$ cat src/rtl/muldiv_pkg.sv
// Shared types and constants for the multi-cycle multiply/divide unit.
package muldiv_pkg;

  localparam int unsigned MULDIV_WIDTH = 32;

  typedef logic [1:0] muldiv_state_t;

  localparam muldiv_state_t IDLE = 2'd0;
  localparam muldiv_state_t RUN  = 2'd1;
  localparam muldiv_state_t FIX  = 2'd2;
  localparam muldiv_state_t DONE = 2'd3;

  localparam logic OP_MUL = 1'b0;
  localparam logic OP_DIV = 1'b1;

endpackage

$ cat src/rtl/addsub_w1.sv
// Combinational WIDTH+1-bit adder/subtractor shared by the Booth and non-restoring steps.
module addsub_w1 #(
  parameter int unsigned WIDTH = 32
) (
  input  logic [WIDTH:0] x,
  input  logic [WIDTH:0] y,
  input  logic           sub,
  output logic [WIDTH:0] sum
);

  assign sum = sub ? (x - y) : (x + y);

endmodule

$ cat src/rtl/mul_div_unit.sv
// Multi-cycle signed multiply (radix-2 Booth) / divide (non-restoring) unit, one bit per clock.
// Divide support is compiled in only when MULDIV_DIVIDE_EN is defined.
module mul_div_unit
  import muldiv_pkg::*;
#(
  parameter int unsigned WIDTH = MULDIV_WIDTH
) (
  input  logic             clk,
  input  logic             clr,
  input  logic             start,
  input  logic             op,
  input  logic [WIDTH-1:0] a,
  input  logic [WIDTH-1:0] b,
  output logic             busy,
  output logic             done,
  output logic [WIDTH-1:0] z_high,
  output logic [WIDTH-1:0] z_low,
  output logic             div_by_zero
);

  localparam int unsigned CW = $clog2(WIDTH + 1);
  localparam int unsigned AW = 2 * WIDTH + 1;

  muldiv_state_t    state_q, state_d;
  logic [CW-1:0]    cnt_q, cnt_d;
  logic             op_q, op_d;
  logic [WIDTH-1:0] m_q, m_d;
  logic [AW-1:0]    acc_q, acc_d;
  logic [WIDTH-1:0] z_high_q, z_high_d, z_low_q, z_low_d;
  logic             dbz_q, dbz_d;
  logic [WIDTH:0]   as_x, as_y, as_r;
  logic             as_sub;

`ifdef MULDIV_DIVIDE_EN
  logic             neg_a_q, neg_a_d, neg_b_q, neg_b_d, dz_q, dz_d;
  logic [WIDTH-1:0] a_mag, b_mag, quo, rem;

  assign a_mag = a[WIDTH-1] ? -a : a;
  assign b_mag = b[WIDTH-1] ? -b : b;
  // acc holds {remainder(WIDTH+1), quotient(WIDTH)} during a divide.
  assign quo   = acc_q[WIDTH-1:0];
  assign rem   = acc_q[AW-1] ? as_r[WIDTH-1:0] : acc_q[AW-2:WIDTH];
`endif

  addsub_w1 #(.WIDTH(WIDTH)) u_addsub (
    .x  (as_x),
    .y  (as_y),
    .sub(as_sub),
    .sum(as_r)
  );

  // Booth: acc = {high(WIDTH), multiplier(WIDTH), q_-1}; high is sign-extended into the adder.
  always_comb begin
    as_x   = {acc_q[AW-1], acc_q[AW-1:WIDTH+1]};
    as_y   = {m_q[WIDTH-1], m_q};
    as_sub = (acc_q[1:0] == 2'b10);
`ifdef MULDIV_DIVIDE_EN
    if (op_q == OP_DIV) begin
      as_y = {1'b0, m_q};
      if (state_q == FIX) begin
        as_x   = acc_q[AW-1:WIDTH];
        as_sub = 1'b0;
      end else begin
        as_x   = {acc_q[AW-2:WIDTH], acc_q[WIDTH-1]};
        as_sub = ~acc_q[AW-1];
      end
    end
`endif
  end

  always_comb begin
    state_d  = state_q;
    cnt_d    = cnt_q;
    op_d     = op_q;
    m_d      = m_q;
    acc_d    = acc_q;
    z_high_d = z_high_q;
    z_low_d  = z_low_q;
    dbz_d    = dbz_q;
`ifdef MULDIV_DIVIDE_EN
    neg_a_d  = neg_a_q;
    neg_b_d  = neg_b_q;
    dz_d     = dz_q;
`endif
    unique case (state_q)
      IDLE: begin
        if (start) begin
          state_d = RUN;
          cnt_d   = CW'(WIDTH);
          op_d    = op;
          m_d     = a;
          acc_d   = {{WIDTH{1'b0}}, b, 1'b0};
`ifdef MULDIV_DIVIDE_EN
          neg_a_d = a[WIDTH-1];
          neg_b_d = b[WIDTH-1];
          dz_d    = (op == OP_DIV) && (b == '0);
          if (op == OP_DIV) begin
            m_d   = b_mag;
            acc_d = {{(WIDTH + 1){1'b0}}, a_mag};
          end
`endif
        end
      end
      RUN: begin
        cnt_d = cnt_q - 1'b1;
        if (cnt_q == CW'(1)) state_d = FIX;
        if (op_q == OP_MUL) begin
          acc_d = {((acc_q[1] ^ acc_q[0]) ? as_r : as_x), acc_q[WIDTH:1]};
        end
`ifdef MULDIV_DIVIDE_EN
        // Divide-by-zero freezes acc so |a| is still available to rebuild z_high.
        else if (!dz_q) begin
          acc_d = {as_r, acc_q[WIDTH-2:0], ~as_r[WIDTH]};
        end
`endif
      end
      FIX: begin
        state_d  = DONE;
        z_high_d = '0;
        z_low_d  = '0;
        dbz_d    = 1'b0;
        if (op_q == OP_MUL) begin
          {z_high_d, z_low_d} = acc_q[AW-1:1];
        end
`ifdef MULDIV_DIVIDE_EN
        else if (dz_q) begin
          z_high_d = neg_a_q ? -quo : quo;
          z_low_d  = '1;
          dbz_d    = 1'b1;
        end else begin
          z_high_d = neg_a_q ? -rem : rem;
          z_low_d  = (neg_a_q ^ neg_b_q) ? -quo : quo;
        end
`endif
      end
      DONE:    state_d = IDLE;
      default: state_d = IDLE;
    endcase
  end

  always_ff @(posedge clk or posedge clr) begin
    if (clr) begin
      state_q  <= IDLE;
      cnt_q    <= '0;
      op_q     <= OP_MUL;
      m_q      <= '0;
      acc_q    <= '0;
      z_high_q <= '0;
      z_low_q  <= '0;
      dbz_q    <= 1'b0;
`ifdef MULDIV_DIVIDE_EN
      neg_a_q  <= 1'b0;
      neg_b_q  <= 1'b0;
      dz_q     <= 1'b0;
`endif
    end else begin
      state_q  <= state_d;
      cnt_q    <= cnt_d;
      op_q     <= op_d;
      m_q      <= m_d;
      acc_q    <= acc_d;
      z_high_q <= z_high_d;
      z_low_q  <= z_low_d;
      dbz_q    <= dbz_d;
`ifdef MULDIV_DIVIDE_EN
      neg_a_q  <= neg_a_d;
      neg_b_q  <= neg_b_d;
      dz_q     <= dz_d;
`endif
    end
  end

  assign busy        = (state_q != IDLE);
  assign done        = (state_q == DONE);
  assign z_high      = z_high_q;
  assign z_low       = z_low_q;
  assign div_by_zero = dbz_q;

endmodule

$ cat config.mk
export PLATFORM = sky130hd
export DESIGN_NAME = mul_div_unit
export DESIGN_NICKNAME = d
export VERILOG_FILES = /design/src/rtl/muldiv_pkg.sv /design/src/rtl/addsub_w1.sv /design/src/rtl/mul_div_unit.sv
export SDC_FILE = /design/constraint.sdc
export NUM_CORES = 1
export LEC_CHECK = 0
export ABC_AREA = 1
export BUFFER_PORTS_ARGS = -buffer_cell sky130_fd_sc_hd__buf_4
export CAP_MARGIN = 5
export CORE_MARGIN = 5
export CORE_UTILIZATION = 45
export DETAILED_ROUTE_END_ITERATION = 16
export PLACE_DENSITY = 0.73
export RECOVER_POWER = 50
export SYNTH_ARGS = -nofsm -noshare
export SYNTH_HDL_FRONTEND = slang
export SYNTH_SLANG_ARGS = --single-unit
$ cat constraint.sdc
create_clock -name clk -period 7.06 [get_ports clk]
set_input_delay 0.353 -clock clk [delete_from_list [all_inputs] [get_ports clk]]
set_output_delay 0.353 -clock clk [all_outputs]
set_load 0.05 [all_outputs]
==> results of run 1 <==
[worst min-delay path: stages]
cell and delay [ns]:
sky130_fd_sc_hd__buf_4 0.07, sky130_fd_sc_hd__nand2_1 0.04, sky130_fd_sc_hd__nand2_1 0.04
[worst max path at each step]
stage | depth (start not counted) | endpoint | slack (ns) | from
final | 3 | acc_q[59] | 2.75 | clr
after global routing | 3 | acc_q[59] | 1.68 | clr
after CTS | 17 | acc_q[61] | 3.33 | acc_q[0]
after detailed placement | 17 | acc_q[61] | 3.35 | acc_q[0]
after global placement | 17 | acc_q[61] | 3.43 | acc_q[0]
after floorplan | 1 | acc_q[0] | 2.10 | clr
[cells in the mapped netlist (3+ instances only)]
master / count
sky130_fd_sc_hd__buf_2: 14
sky130_fd_sc_hd__o22ai_1: 5
sky130_fd_sc_hd__o21ai_1: 23
sky130_fd_sc_hd__o211ai_1: 33
sky130_fd_sc_hd__clkbuf_1: 35
sky130_fd_sc_hd__inv_2: 8
sky130_fd_sc_hd__nor2_2: 3
sky130_fd_sc_hd__buf_1: 7
sky130_fd_sc_hd__nor4_1: 3
sky130_fd_sc_hd__ha_1: 41
sky130_fd_sc_hd__o21bai_1: 5
sky130_fd_sc_hd__nand2_2: 10
sky130_fd_sc_hd__nor2_1: 100
sky130_fd_sc_hd__nor2_4: 3
sky130_fd_sc_hd__o21a_1: 3
sky130_fd_sc_hd__inv_1: 269
sky130_fd_sc_hd__xor2_1: 36
sky130_fd_sc_hd__nand4_1: 6
sky130_fd_sc_hd__nor3_1: 12
sky130_fd_sc_hd__nand3_1: 122
sky130_fd_sc_hd__xnor2_1: 3
sky130_fd_sc_hd__nand2_1: 386
sky130_fd_sc_hd__dfrtp_1: 170
sky130_fd_sc_hd__o21ai_0: 133
sky130_fd_sc_hd__a21oi_1: 41
[cells by family after synthesis]
group,synth area share
fa+ha+maj,0.0501
compound gates,0.136
buf+inv,0.123
flops,0.400
simple gates,0.259
xor+xnor,0.0321
other cells,0.000352
[through the flow]
| step | utilization | hold WS [ns] | cells | cell area, um2 |
|---|---|---|---|---|
| floorplan | - | 0.460 | 1502 | 10600 |
| global placement | 0.507 | 0.486 | 1902 | 11900 |
| detailed placement | 0.507 | 0.488 | 1902 | 11900 |
| CTS | 0.532 | 0.0904 | 1934 | 12500 |
| global route | 0.521 | 0.0935 | 1934 | 12200 |
| finish | 0.521 | 0.101 | 1934 | 12200 |
[state kept, by name, indices dropped and copies added (netlist names)]
signal / cells
cnt_q: 6
acc_q: 65
m_q: 32
z_low: 32
z_high: 32
op_q: 1
state_q: 2
[cell type report]
cell class                 instances  area (um2)  area share
clock buffer                      17         425      0.0349
clock inverter                    15         175      0.0144
inverter                         279        1050      0.0861
multi-input combinational        994        5080       0.417
sequential                       170        4250       0.349
tap                              319         399      0.0327
timing repair buffer             140         801      0.0657
[layer usage]
layer | vias up | global-route usage | wire length (um)
met1 | 4497 | 0.318 | 13700
met5 | - | 0 | 0
met2 | 319 | 0.335 | 12400
met4 | 0 | 0.0621 | 515
met3 | 38 | 0.0404 | 2010
li1 | 4951 | - | -
==> run summary, run 1 <==
========================================================================================================
Post-synth EDFFs                                                                                       0
Fmax                                                                                             232 MHz
Highest-count cells in the layout ignoring fill and taps                                    sky130_fd_sc_hd__nand2_1 (386), sky130_fd_sc_hd__inv_1 (268), sky130_fd_sc_hd__dfrtp_1 (170)
Number of vias per cell after detailed routing                                                      5.07
Reg-to-reg slack, setup                                                                          3.04 ns
Type of element launching the critical path                                                 primary input
Count of fill cells added during filler insertion                                                   2373
Reg2Reg Capture Point                                                                           acc_q[1]
Critical path peak fanout                                                                            102
Final max-slew violation count                                                                       220
Nets@finish                                                                                         1712
Worst Min Path Start                                                                               a[18]
Hpwl dp                                                                                          21.3 mm
Hold_buf cts                                                                                           0
Remaining DRCs                                                                                         0
Crit share post-route                                                                              0.610
Number of rows in the core area                                                                       56
Total clock buffers created by CTS                                                                    17
Bufs and invs on worst path                                                                            3
R2R depth                                                                                              8
Class of the most critical hold timing path                                                 primary input to flip-flop
Transition time of the tightest slew-check pin                                                   4.39 ns
Worst clock skew on the final layout                                                           0.0112 ns
Wire length per cell                                                                             14.8 um
Buffer levels on the longest clock path                                                                2
Setup Crit Path Kind                                                                        primary input to async pin
FF-to-FF Start                                                                                state_q[1]
Cell with the biggest individual delay on the critical path                                 sky130_fd_sc_hd__clkinvlp_2
Worst EP arrival                                                                                 4.54 ns
Worst Hold Depth                                                                                       3
Post-placement setup slack                                                                       3.35 ns
Post-Synthesis Cells                                                                                1502
Post-CTS Setup Repair Bufs                                                                             0
Antenna violations before repair                                                                       1
Clock network latency to the later pin of the worst-skew pair                                    0.44 ns
Wire length of the first global-routing pass                                                     46.9 mm
Flip-flop cell with the highest count after synthesis                                       sky130_fd_sc_hd__dfrtp_1
Die Footprint                                                                                  26800 um2
Fin. Hold Viols                                                                                        0
Data required time of the worst path                                                             7.29 ns
Crit path largest cell delay                                                                     2.44 ns
GRT Resource Usage Total                                                                           0.219
Most common cell after layout, fill and taps aside                                          sky130_fd_sc_hd__nand2_1
Largest cells by area after synthesis                                                       sky130_fd_sc_hd__dfrtp_1 (40%), sky130_fd_sc_hd__nand2_1 (14%), sky130_fd_sc_hd__inv_1 (9.5%), sky130_fd_sc_hd__o21ai_0 (6.3%), sky130_fd_sc_hd__nand3_1 (5.7%)
Post-CTS clock slew at the launch and capture registers of the worst setup and hold paths        0.07 ns
Post-synthesis instance area                                                                   10600 um2
Vias post-DR                                                                                        9805
Seq/Total Area, Yosys                                                                              0.400
Max-Slew Margin vs Limit                                                                           -1.94
Setup_tns                                                                                           0 ns
Final worst-path setup slack                                                                     2.75 ns
DR iter-0 viols                                                                                      653
Vias in the first global route                                                                      9356
Height of the die                                                                                 164 um
CTS H-Tree Depth                                                                                       4
CTS tree                                                                                           built
Pin count of the biggest net entering global routing                                                 103
Global route overflow                                                                                  0
Horizontal extent of the die                                                                      164 um
Gate family responsible for the most delay along the worst path                             buffers and inverters
Clock sink count                                                                                     170
Fraction of synthesis flops using an asynchronous set or reset pin                                  1.00
Remaining antenna violation count                                                                      0
Hold endpoint                                                                                    m_q[18]
Gpl congestion                                                                                     0.994
Final Setup Violations                                                                                 0
Run status                                                                                  finished with violations
Initial cell density of the core                                                                   0.455
Post-synthesis to final-layout area growth                                                         14.5%
Post-synthesis net count                                                                            1612
Drt pass-1 iters                                                                                       5
Sum of routed wire length over all layers                                                        28.7 mm
Leading area contributor after synthesis                                                    sky130_fd_sc_hd__dfrtp_1
Critical path capture point type                                                               async pin
Cell-by-cell trace of the critical path                                                     clkbuf_4 > clkinvlp_2 > clkbuf_2
Number of max-cap violations                                                                           3
RSZ-0062 raised after global routing                                                                  no
Share of post-route cells with drive strength above 1                                             0.0885
Yosys Warn Count                                                                                       0
Avg Inst Size Synth                                                                             7.09 um2
Cell chosen for the clock root                                                              sky130_fd_sc_hd__clkbuf_16
Top-level port count                                                                                 135
Violated checks                                                                             max-capacitance violations, max-slew violations
Yosys top cell area share                                                                          0.400
Post-synthesis register bit count                                                                    170
Diode count                                                                                            0
Number of port buffers                                                                               133
Number of resized instances in the post-cts repair step                                                0
Crit path time final                                                                             4.31 ns
Cell variety after synth                                                                              50
CORE AREA                                                                                      23400 um2
========================================================================================================
Power of run 1 is left out: the tool's default activity adds up to more than one toggle a clock period on the data nets, which glitch-free logic cannot reach.
==> run 2: changes to the inputs <==
--- a/config.mk
+++ b/config.mk
@@ -5,7 +5,7 @@
 export SDC_FILE = /design/constraint.sdc
 export NUM_CORES = 1
 export LEC_CHECK = 0
-export ABC_AREA = 1
+export ABC_AREA = 0
 export BUFFER_PORTS_ARGS = -buffer_cell sky130_fd_sc_hd__buf_4
 export CAP_MARGIN = 5
 export CORE_MARGIN = 5
==> constraint.sdc (replaced) <==
create_clock -name clk -period 4 [get_ports clk]
set_input_delay 0.2 -clock clk [delete_from_list [all_inputs] [get_ports clk]]
set_output_delay 0.2 -clock clk [all_outputs]
set_load 0.05 [all_outputs]
==> run 2 against run 1 <==
- the run still ends with max-capacitance violations, max-slew violations left
- critical path type is now flip-flop to flip-flop
- clock skew decreased by 0.00055 ns
- synthesized area is 8.9% lower
- die area fell by 8.3%
- critical path depth rose by 12
- routed wire length decreased by 12%
- sequential share of layout area fell by 0.25 points
- via count is 15% lower
==> run summary, run 2 <==
========================================================================================================
Run status                                                                                  finished with violations   unchanged
Violated checks                                                                             max-capacitance violations, max-slew violations   unchanged
Total clock buffers created by CTS                                                                    17   unchanged
Crit path time final                                                                             3.90 ns
Number of rows in the core area                                                                       53   was 56
Fin. Hold Viols                                                                                        0   unchanged
Height of the die                                                                                 157 um   was 164 um
Instance count after placement with tap cells included                                              1476   was 1902
DR iter-0 viols                                                                                      455   was 653
Nets@finish                                                                                         1364   was 1712
Post-synthesis to final-layout area growth                                                         26.6%   was 14.5%
GRT Resource Usage Total                                                                           0.208   was 0.219
Most frequently used cell type in the post-synthesis netlist                                sky130_fd_sc_hd__dfrtp_1   was sky130_fd_sc_hd__nand2_1
Remaining antenna violation count                                                                      0   unchanged
Switching power                                                                                   878 uW
Setup_tns                                                                                           0 ns   unchanged
Worst clock skew on the final layout                                                           0.0106 ns   was 0.0112 ns
FF-to-FF Start                                                                                    m_q[3]   was state_q[1]
Fmax                                                                                             256 MHz
Most common cell after layout, fill and taps aside                                          sky130_fd_sc_hd__dfrtp_1   was sky130_fd_sc_hd__nand2_1
Post-Synthesis Cells                                                                                1067   was 1502
Clock network latency to the later pin of the worst-skew pair                                    0.43 ns   was 0.44 ns
Number of max-cap violations                                                                           1   was 3
Switch share                                                                                       0.245
Largest register by flop count                                                                     acc_q   unchanged
Setup Crit Path Kind                                                                        flip-flop to flip-flop   was primary input to async pin
Count of fill cells added during filler insertion                                                   1894   was 2373
Post-CTS clock slew at the launch and capture registers of the worst setup and hold paths        0.08 ns   was 0.07 ns
Combinational group share of total power                                                           0.031
Worst Min Path Start                                                                                a[8]   was a[18]
Post-placement setup slack                                                                    -0.0603 ns   was 3.35 ns
Flip-flop cell with the highest count after synthesis                                       sky130_fd_sc_hd__dfrtp_1   unchanged
Buffer levels on the longest clock path                                                                2   unchanged
Remaining DRCs                                                                                         0   unchanged
Transition time of the tightest slew-check pin                                                   2.30 ns   was 4.39 ns
Drt pass-1 iters                                                                                       5   unchanged
Avg Inst Size Synth                                                                             9.09 um2   was 7.09 um2
Cell chosen for the clock root                                                              sky130_fd_sc_hd__clkbuf_16   unchanged
Post-synthesis register bit count                                                                    170   unchanged
RSZ-0062 raised after global routing                                                                 yes   was no
Global route overflow                                                                                  0   unchanged
Number of port buffers                                                                               133   unchanged
Max-Slew Margin vs Limit                                                                          -0.536   was -1.94
Maximum resistive drop on vdd                                                                   0.287 mV
R2R depth                                                                                             15   was 8
Wire length per cell                                                                             16.4 um   was 14.8 um
Initial cell density of the core                                                                   0.459   was 0.455
Reg2Reg Capture Point                                                                          acc_q[64]   was acc_q[1]
CTS tree                                                                                           built   unchanged
Gpl congestion                                                                                     0.994   about the same
Leading area contributor after synthesis                                                    sky130_fd_sc_hd__dfrtp_1   unchanged
Critical path peak fanout                                                                              4   was 102
Horizontal extent of the die                                                                      157 um   was 164 um
Static leakage power                                                                             5.65 nW
Wire length of the first global-routing pass                                                     41.0 mm   was 46.9 mm
Antenna violations before repair                                                                       0   was 1
Sum of routed wire length over all layers                                                        25.3 mm   was 28.7 mm
Final Setup Violations                                                                                 0   unchanged
Worst EP arrival                                                                                 4.17 ns   was 4.54 ns
Yosys Warn Count                                                                                       0   unchanged
Share of total power in sequential cells                                                           0.480
Hpwl dp                                                                                          18.3 mm   was 21.3 mm
Die Footprint                                                                                  24600 um2   was 26800 um2
CORE AREA                                                                                      21200 um2   was 23400 um2
Crit share post-route                                                                              0.975
Vias post-DR                                                                                        8325   was 9805
Min Hold Slack                                                                                 0.0135 ns   was 0.101 ns
Internal Power                                                                                   2.70 mW
Final max-slew violation count                                                                       171   was 220
Type of element launching the critical path                                                    flip-flop   was primary input
Vias in the first global route                                                                      7972   was 9356
Cell variety after synth                                                                              54   was 50
Top-level port count                                                                                 135   unchanged
Clock share of power                                                                               0.489
Hold endpoint                                                                                     m_q[8]   was m_q[18]
Reg-to-reg slack, setup                                                                           0.1 ns   was 3.04 ns
Critical path capture point type                                                               flip-flop   was async pin
Diode count                                                                                            0   unchanged
Share of post-route cells with drive strength above 1                                              0.210   was 0.0885
Highest-count cells in the layout ignoring fill and taps                                    sky130_fd_sc_hd__dfrtp_1 (169), sky130_fd_sc_hd__buf_4 (164), sky130_fd_sc_hd__nand2_1 (148)   was sky130_fd_sc_hd__nand2_1 (386), sky130_fd_sc_hd__inv_1 (268), sky130_fd_sc_hd__dfrtp_1 (170)
Utilization after layout                                                                           0.580   was 0.521
Commonest cells post-synth                                                                  sky130_fd_sc_hd__dfrtp_1 (170), sky130_fd_sc_hd__nand2_1 (149), sky130_fd_sc_hd__o21ai_0 (95), sky130_fd_sc_hd__inv_1 (85), sky130_fd_sc_hd__o22ai_1 (64)   was sky130_fd_sc_hd__nand2_1 (386), sky130_fd_sc_hd__inv_1 (269), sky130_fd_sc_hd__dfrtp_1 (170), sky130_fd_sc_hd__o21ai_0 (133), sky130_fd_sc_hd__nand3_1 (122)
Class of the most critical hold timing path                                                 primary input to flip-flop   unchanged
CTS H-Tree Depth                                                                                       4   unchanged
Final Instance Count excl. Fillers                                                                  1542   was 1934
Clock sink count                                                                                     170   unchanged
Fraction of synthesis flops using an asynchronous set or reset pin                                  1.00   unchanged
Flip-flop count of the largest register, all copies and words added                                   65   unchanged
Pwr/cell area                                                                                 291 nW/um2
Pin count of the biggest net entering global routing                                                 171   was 103
Final cell area excluding filler cells                                                         12300 um2   was 12200 um2
Placed standard-cell area                                                                      11300 um2   was 11900 um2
Design Power                                                                                     3.58 mW
Post-synthesis instance area                                                                    9700 um2   was 10600 um2
Worst Hold Depth                                                                                       2   was 3
Yosys top cell area share                                                                          0.439   was 0.400
Final worst-path setup slack                                                                   0.0992 ns   was 2.75 ns
Post-synthesis net count                                                                            1177   was 1612
Number of vias per cell after detailed routing                                                      5.40   was 5.07
Post-synth EDFFs                                                                                       0   unchanged
Data required time of the worst path                                                             4.27 ns   was 7.29 ns
Seq/Total Area, Yosys                                                                              0.439   was 0.400
Largest cells by area after synthesis                                                       sky130_fd_sc_hd__dfrtp_1 (44%), sky130_fd_sc_hd__nand2_1 (5.8%), sky130_fd_sc_hd__ha_1 (5.3%), sky130_fd_sc_hd__o21ai_0 (4.9%), sky130_fd_sc_hd__o22ai_1 (4.1%)   was sky130_fd_sc_hd__dfrtp_1 (40%), sky130_fd_sc_hd__nand2_1 (14%), sky130_fd_sc_hd__inv_1 (9.5%), sky130_fd_sc_hd__o21ai_0 (6.3%), sky130_fd_sc_hd__nand3_1 (5.7%)
========================================================================================================
## run 2: cell count changes after synthesis, sizes merged, moves of 35 or more
cell	before	now
mux2	0	35
nor2	106	39
inv	277	85
nand2	396	149
o22ai	5	64
mux2i	0	35
nand3	123	11
o21ai	159	95
## run 2: layer usage
| layer | share of wire | vias up | GRT usage |
|---|---|---|---|
| li1 | - | 4146 | - |
| met1 | 0.47 | 3918 | 0.299 |
| met2 | 0.45 | 225 | 0.322 |
| met3 | 0.060 | 36 | 0.0418 |
| met4 | 0.019 | 0 | 0.0558 |
| met5 | 0 | - | 0 |
## run 2: final cells by class
type | count | area [um2] | area share
clock inverters | 15 | 215 | 0.0175
inverters | 85 | 320 | 0.0261
repair buffers | 229 | 1690 | 0.137
well taps | 275 | 344 | 0.0280
clock buffers | 17 | 425 | 0.0346
flip-flops and latches | 170 | 4260 | 0.347
multi-input cells | 751 | 5030 | 0.410
## run 2: kinds of logic after synthesis
family                   share of synthesized area
adder cells (fa/ha/maj)                     0.0550
multiplexers                                0.0768
XOR/XNOR                                    0.0515
other                                     0.000387
flip-flops                                   0.439
AO/OA/AOI/OAI                                0.192
AND/OR/NAND/NOR                              0.129
buffers and inverters                       0.0569
## run 2: repair_timing
action,in CTS,in global routing
hold buffers,30,0
endpoints found under the hold margin,30,0
resized for setup,4,29
pin swaps,0,10
buffers inserted,0,4
setup endpoints to repair,1,16
## run 2: power groups by stage
stage | Combinational [mW] | Clock, mW | Sequential, mW
after global routing | 0.125 | 1.85 | 1.72
after global placement | 0.0927 | 0 | 1.75
after CTS | 0.116 | 1.78 | 1.72
after floorplan | 0.0294 | 0 | 1.75
final | 0.111 | 1.75 | 1.72
after detailed placement | 0.0927 | 0 | 1.75
## run 2: worst max-delay path by stage
stage	start	cells after the start	slack (ns)	to
after floorplan	m_q[13]	15	0.07	acc_q[64]
after global placement	m_q[15]	17	-0.004	acc_q[64]
after detailed placement	m_q[15]	17	-0.06	acc_q[64]
after CTS	m_q[3]	15	0.01	acc_q[61]
after global routing	m_q[3]	17	-0.11	acc_q[64]
final	m_q[3]	15	0.1	acc_q[64]
## run 2: worst max-delay path: stages, from the launching register on
cell	delay [ns]
sky130_fd_sc_hd__dfrtp_1	0.38
sky130_fd_sc_hd__or3_4	0.39
sky130_fd_sc_hd__or4_4	0.46
sky130_fd_sc_hd__nor4_4	0.28
sky130_fd_sc_hd__buf_4	0.18
sky130_fd_sc_hd__nor2_1	0.05
sky130_fd_sc_hd__xnor2_1	0.30
sky130_fd_sc_hd__ha_1	0.34
sky130_fd_sc_hd__a21oi_1	0.17
sky130_fd_sc_hd__o21ai_0	0.15
sky130_fd_sc_hd__a21oi_1	0.24
sky130_fd_sc_hd__a21oi_1	0.11
sky130_fd_sc_hd__a2111oi_2	0.22
sky130_fd_sc_hd__buf_4	0.17
sky130_fd_sc_hd__mux2i_1	0.17
sky130_fd_sc_hd__o221ai_1	0.12
(Power assumes the default switching activity.)
